[config.mk]
export PLATFORM = sky130hd
export DESIGN_NAME = icache_dm
export DESIGN_NICKNAME = d
export VERILOG_FILES = /design/src/rtl/icache_dm_pkg.sv /design/src/rtl/icache_sat_counter.sv /design/src/rtl/icache_dm.sv
export SDC_FILE = /design/constraint.sdc
export NUM_CORES = 1
export LEC_CHECK = 0
export ABC_AREA = 0
export CORE_AREA = 2 2 273 477
export DETAILED_ROUTE_END_ITERATION = 10
export DIE_AREA = 0 0 275 479
export SLEW_MARGIN = 20
export SYNTH_ARGS = -nofsm -noshare
export SYNTH_HDL_FRONTEND = slang
export SYNTH_SLANG_ARGS = --single-unit
[constraint.sdc]
create_clock -name CLK -period 8.44 [get_ports CLK]
set_input_delay 2.532 -clock CLK [delete_from_list [all_inputs] [get_ports CLK]]
set_output_delay 2.532 -clock CLK [all_outputs]
set_load 0.05 [all_outputs]
[src/rtl/icache_dm_pkg.sv]
// Shared types for the direct-mapped instruction cache.
package icache_dm_pkg;

  typedef logic [31:0] word_t;

  typedef enum logic {
    IDLE = 1'b0,
    FILL = 1'b1
  } icache_state_t;

endpackage

[src/rtl/icache_sat_counter.sv]
// Saturating up-counter with synchronous clear; sticks at all-ones.
module icache_sat_counter #(
  parameter int CNT_W = 16
) (
  input  logic             clk,
  input  logic             clr,
  input  logic             inc,
  output logic [CNT_W-1:0] count
);

  always_ff @(posedge clk) begin
    if (clr) begin
      count <= '0;
    end else if (inc && (count != {CNT_W{1'b1}})) begin
      count <= count + CNT_W'(1);
    end
  end

endmodule

[src/rtl/icache_dm.sv]
// Direct-mapped instruction cache: zero-latency hits, multi-word line fill
// over a wait handshake, whole-cache flush and saturating hit/miss counters.
module icache_dm
  import icache_dm_pkg::*;
#(
  parameter int NSETS = 16,
  parameter int WORDS = 2,
  parameter int CNT_W = 16
) (
  input  logic             CLK,
  input  logic             RST,
  input  logic             imemREN,
  input  logic [31:0]      imemaddr,
  output logic             ihit,
  output logic [31:0]      imemload,
  input  logic             flush,
  output logic             iREN,
  output logic [31:0]      iaddr,
  input  logic             iwait,
  input  logic [31:0]      iload,
  output logic [CNT_W-1:0] hit_count,
  output logic [CNT_W-1:0] miss_count
);

  localparam int OW    = $clog2(WORDS);
  localparam int IW    = $clog2(NSETS);
  localparam int TAG_W = 30 - OW - IW;
  localparam int CW    = (OW == 0) ? 1 : OW;
  localparam int AW    = OW + IW;

  icache_state_t    state, next_state;
  logic [NSETS-1:0] valid;
  logic [TAG_W-1:0] tag_mem [NSETS];
  word_t            data_mem [NSETS*WORDS];
  logic [31:0]      base;
  logic [CW-1:0]    cnt;

  logic [IW-1:0]    req_idx, fill_idx;
  logic [TAG_W-1:0] req_tag, fill_tag;
  logic [AW-1:0]    req_addr, fill_addr;
  logic             hit, last, fill_write, fill_done, miss_start;

  // Index and word offset are contiguous, so they form the flat data-array address.
  assign req_idx   = IW'(imemaddr >> (2 + OW));
  assign req_tag   = TAG_W'(imemaddr >> (2 + OW + IW));
  assign req_addr  = AW'(imemaddr >> 2);
  assign fill_idx  = IW'(base >> (2 + OW));
  assign fill_tag  = TAG_W'(base >> (2 + OW + IW));
  assign fill_addr = AW'(base >> 2) | AW'(cnt);

  assign hit        = imemREN && valid[req_idx] && (tag_mem[req_idx] == req_tag);
  assign last       = (cnt == CW'(WORDS - 1));
  assign fill_write = (state == FILL) && !iwait;
  assign fill_done  = fill_write && last;

  always_ff @(posedge CLK) begin
    if (RST) state <= IDLE;
    else     state <= next_state;
  end

  always_comb begin
    next_state = state;
    ihit       = 1'b0;
    imemload   = '0;
    iREN       = 1'b0;
    iaddr      = '0;
    miss_start = 1'b0;
    case (state)
      IDLE: begin
        if (hit) begin
          ihit     = 1'b1;
          imemload = data_mem[req_addr];
        end else if (imemREN) begin
          miss_start = 1'b1;
          next_state = FILL;
        end
      end
      FILL: begin
        iREN  = 1'b1;
        iaddr = base + 32'({cnt, 2'b00});
        if (flush || fill_done) next_state = IDLE;
      end
      default: next_state = IDLE;
    endcase
  end

  always_ff @(posedge CLK) begin
    if (RST) begin
      valid <= '0;
      cnt   <= '0;
      base  <= '0;
    end else begin
      if (miss_start) begin
        base <= imemaddr & ~32'(WORDS * 4 - 1);
        cnt  <= '0;
      end else if (fill_write && !last) begin
        cnt <= cnt + CW'(1);
      end
      // Flush beats a completing fill: the line must come out invalid.
      if (flush)          valid           <= '0;
      else if (fill_done) valid[fill_idx] <= 1'b1;
    end
  end

  always_ff @(posedge CLK) begin
    if (fill_write && !RST)           data_mem[fill_addr] <= iload;
    if (fill_done && !flush && !RST)  tag_mem[fill_idx]   <= fill_tag;
  end

  icache_sat_counter #(.CNT_W(CNT_W)) u_hit_cnt (
    .clk  (CLK),
    .clr  (RST),
    .inc  (ihit),
    .count(hit_count)
  );

  icache_sat_counter #(.CNT_W(CNT_W)) u_miss_cnt (
    .clk  (CLK),
    .clr  (RST),
    .inc  (miss_start),
    .count(miss_count)
  );

endmodule

==> Implementation_results.wiki <==
{| class="wikitable"
! Metric !! Value
|-
| Run status || complete, no violations
|-
| Number of sinks on the clock net || 1503
|-
| Count of buffers from port buffering || 162
|-
| Count of unresolved DRC violations after routing || 0
|-
| Number of violations of the max-capacitance limit || 0
|-
| Initial core utilization || between 40 and 50%
|-
| Cell class contributing the biggest share of worst-path delay || multiplexers
|-
| H-tree level count || 4
|-
| Worst slew slack as a fraction of its limit || 27.2%
|-
| Standard-cell row count || ~170
|-
| Routed length per placed instance || about 31 um
|-
| Post-route clock period utilization || around 100%
|-
| Hold violation total from the final report || 0
|-
| Number of warnings reported in the yosys synthesis log || 0
|-
| Leakage power summed over all cells || roughly 21 nW
|-
| Pin count of the biggest net entering global routing || approximately 120
|-
| Routability Congestion || 0.780
|-
| Most frequent CP cell || buf_4
|-
| Number of different library cells in the post-synthesis netlist || between 60 and 70
|-
| Required time at the worst-slack endpoint || between 5 and 6 ns
|-
| Fin crit period || approximately 8.4 ns
|-
| Area growth from synthesis to layout || 16.6%
|-
| HPWL after detailed placement || 83.5 mm
|-
| Root buffer selected by CTS || clkbuf_16
|-
| Boundary Pins || 167
|-
| Number of antenna violations at the first check in global routing || 7
|-
| Worst-path cell chain || clkbuf_8, mux4_1, mux4_2, xnor2_1, nand3_2, nor4_4, buf_4, nand3_4, buf_4, nor2_1, buf_12
|-
| Largest buffer count on any clock path || 3
|-
| Number of buffers inserted by hold repair at cts || 0
|-
| IR Drop Worst-Case VDD || 142 uV
|-
| Worst Setup End Kind || primary output
|-
| Final cell area excluding filler cells || approximately 0.07 mm2
|-
| Starting DRC count in detailed routing || ~2900
|-
| Syn Std Cell Area || 0.0584 mm2
|-
| Setup WS pre-CTS || 0.0257 ns
|-
| Least setup slack across all paths after layout || slightly above 0.04 ns
|-
| Number of enable-type register cells in the synthesized netlist || roughly 1400
|-
| Area of the core region || 0.128 mm2
|-
| Number of instances in the synthesized netlist || ~2600
|-
| Number of nets with antenna violations after routing || 0
|-
| Skew-Pair Late Insertion Delay || 0.77 ns
|-
| Biggest cell delay along the critical path || approximately 0.60 ns
|-
| Final sum of negative setup slack || 0 ns
|-
| Top_reg_cell synth || edfxtp_1
|-
| Cell with the largest stage delay on the worst path || mux4_1
|-
| Avg Synthesized Cell Area || around 22 um2
|-
| Global routing usage summed across all routing layers || 22.6%
|-
| Commonest non-fill, non-tap cell in the layout || edfxtp_1
|-
| Vertical die dimension || ~480 um
|-
| Fraction of synthesis flops using an asynchronous set or reset pin || 0%
|-
| Number of global-route vias before repair || about 30000
|-
| Top fanout value on the critical path || 19
|-
| Clock tree from TritonCTS || built
|-
| Category of the most critical setup path || in2out
|-
| Via density per instance || 5.96
|-
| Worst endpoint data arrival time || a little under 6 ns
|-
| Least-Margin Pin Slew || between 1 and 1.5 ns
|-
| Sequential element share of the synthesized area || between 70% and 80%
|-
| Routed Wire Length || roughly 150 mm
|-
| Area of the die || between 0.1 and 0.15 mm2
|-
| Number of vias in the routed layout || about 28000
|-
| Power per Cell Area || around 230 mW/mm2
|-
| First-pass GRT wire length || around 210 mm
|-
| Number of pins with negative max-slew slack in the final report || 0
|-
| Pre-antenna DRT Iters || 5
|-
| Max frequency || approximately 120 MHz
|-
| Post-layout net count || about 3000
|-
| Fraction of layout instances using a drive strength above 1 || between 20% and 30%
|-
| Total cell area at the placement stage || 0.0634 mm2
|-
| Clock slew at the register clock pins of the worst setup and hold paths || 0.06 ns
|-
| Setup repair after global routing missed its margin || false
|-
| CP startpoint kind || primary input
|-
| Number of synthesized register bits || between 1500 and 2000
|-
| Number of filler instances in the final layout || 9733
|-
| Buffers and inverters on the worst path || 4
|-
| Width of the die || 275 um
|-
| Count of endpoints failing setup in the final report || 0
|-
| Post-Route Skew || about 0.025 ns
|-
| Worst hold-check path type || reg2reg
|-
| Grt ovf || 0
|-
| Most frequent cells in the layout || edfxtp_1 (1424), mux4_2 (421), clkbuf_16 (141)
|-
| TritonCTS Buffers || roughly 140
|}
## per-layer routing
layer  global-route usage [%]  routed length [um]
met4                     8.36                5270
met3                     3.29                7810
met5                        0                  67
met1                     28.4               55400
met2                     39.5               77300
## cell type report
type                       instances  area [um2]  area share (%)
antenna                            1        2.50         0.00368
inverter                          10        42.5          0.0625
sequential                      1503       44300            65.1
clock buffer                     167        3650            5.36
multi-input combinational        982       13700            20.1
clock inverter                    81        1050            1.54
timing repair buffer             293        3200            4.70
tap                             1672        2090            3.07
## final timing paths
kind          startpoint  slack [ns]  depth (start not counted)             end
min             valid[5]        0.45                          1        valid[5]
max reg2reg        state        4.48                          6  data_mem[0][6]
min reg2reg     valid[5]        0.45                          1        valid[5]
max          imemaddr[4]        0.04                         11    imemload[26]
## cell usage after synthesis, types with 3 or more instances
master	n	area share, %
a21o_1	17	0.22
a21oi_1	22	0.19
a22o_1	4	0.060
a22oi_1	4	0.051
and2_1	32	0.34
and3_1	8	0.086
buf_1	20	0.13
buf_2	23	0.20
buf_4	11	0.14
buf_6	5	0.096
clkbuf_1	81	0.52
dfxtp_1	79	2.7
edfxtp_1	1424	73
inv_1	9	0.058
mux2_2	15	0.29
mux2i_1	116	2.0
mux4_1	4	0.18
mux4_2	421	16
nand2_1	31	0.20
nand2b_1	8	0.086
nand3_1	17	0.15
nand4_1	9	0.096
nor2_1	126	0.81
nor2b_1	18	0.19
nor3_1	19	0.16
nor4_1	6	0.064
o21a_1	3	0.039
o21ai_0	14	0.12
or2_2	3	0.032
or3_1	13	0.14
or4_1	5	0.064
xnor2_1	23	0.35
xor2_1	5	0.075
## state kept, by name, indices dropped and copies added (netlist names)
signal and cells:
base 29, cnt 1, data_mem 1024, state 1, tag_mem 400, u_hit_cnt.count 16, u_miss_cnt.count 16, valid 16
## per-stage QoR
stage,hold WS (ns),power (W),util (%),std cells
floorplan,0.421,0.00880,-,2637
global placement,0.428,0.00909,49.4,4457
detailed placement,0.436,0.00911,49.5,4460
CTS,0.451,0.0156,53.2,4708
global route,0.464,0.0159,53.2,4709
finish,0.447,0.0154,53.2,4709
## where the power goes
group	internal, W	total (W)	leakage (nW)	switching (W)
clock network	0.00372	0.00649	2.27	0.00277
registers	0.00818	0.00822	13.3	0.0000437
logic	0.000321	0.000718	5.92	0.000396
total	0.0122	0.0154	21.5	0.00321
## logic make-up after synthesis
kind of cell | synth area share [%]
flops | 76.0
buf+inv | 1.22
compound gates | 0.986
other cells | 0.00642
fa+ha+maj | 0.0429
simple gates | 2.67
mux | 18.7
xor+xnor | 0.420
## what timing repair did
action,CTS,global route
setup endpoints to repair,7,32
setup buffers,0,0
gates resized for setup,2,1
(Power assumes the default switching activity.)
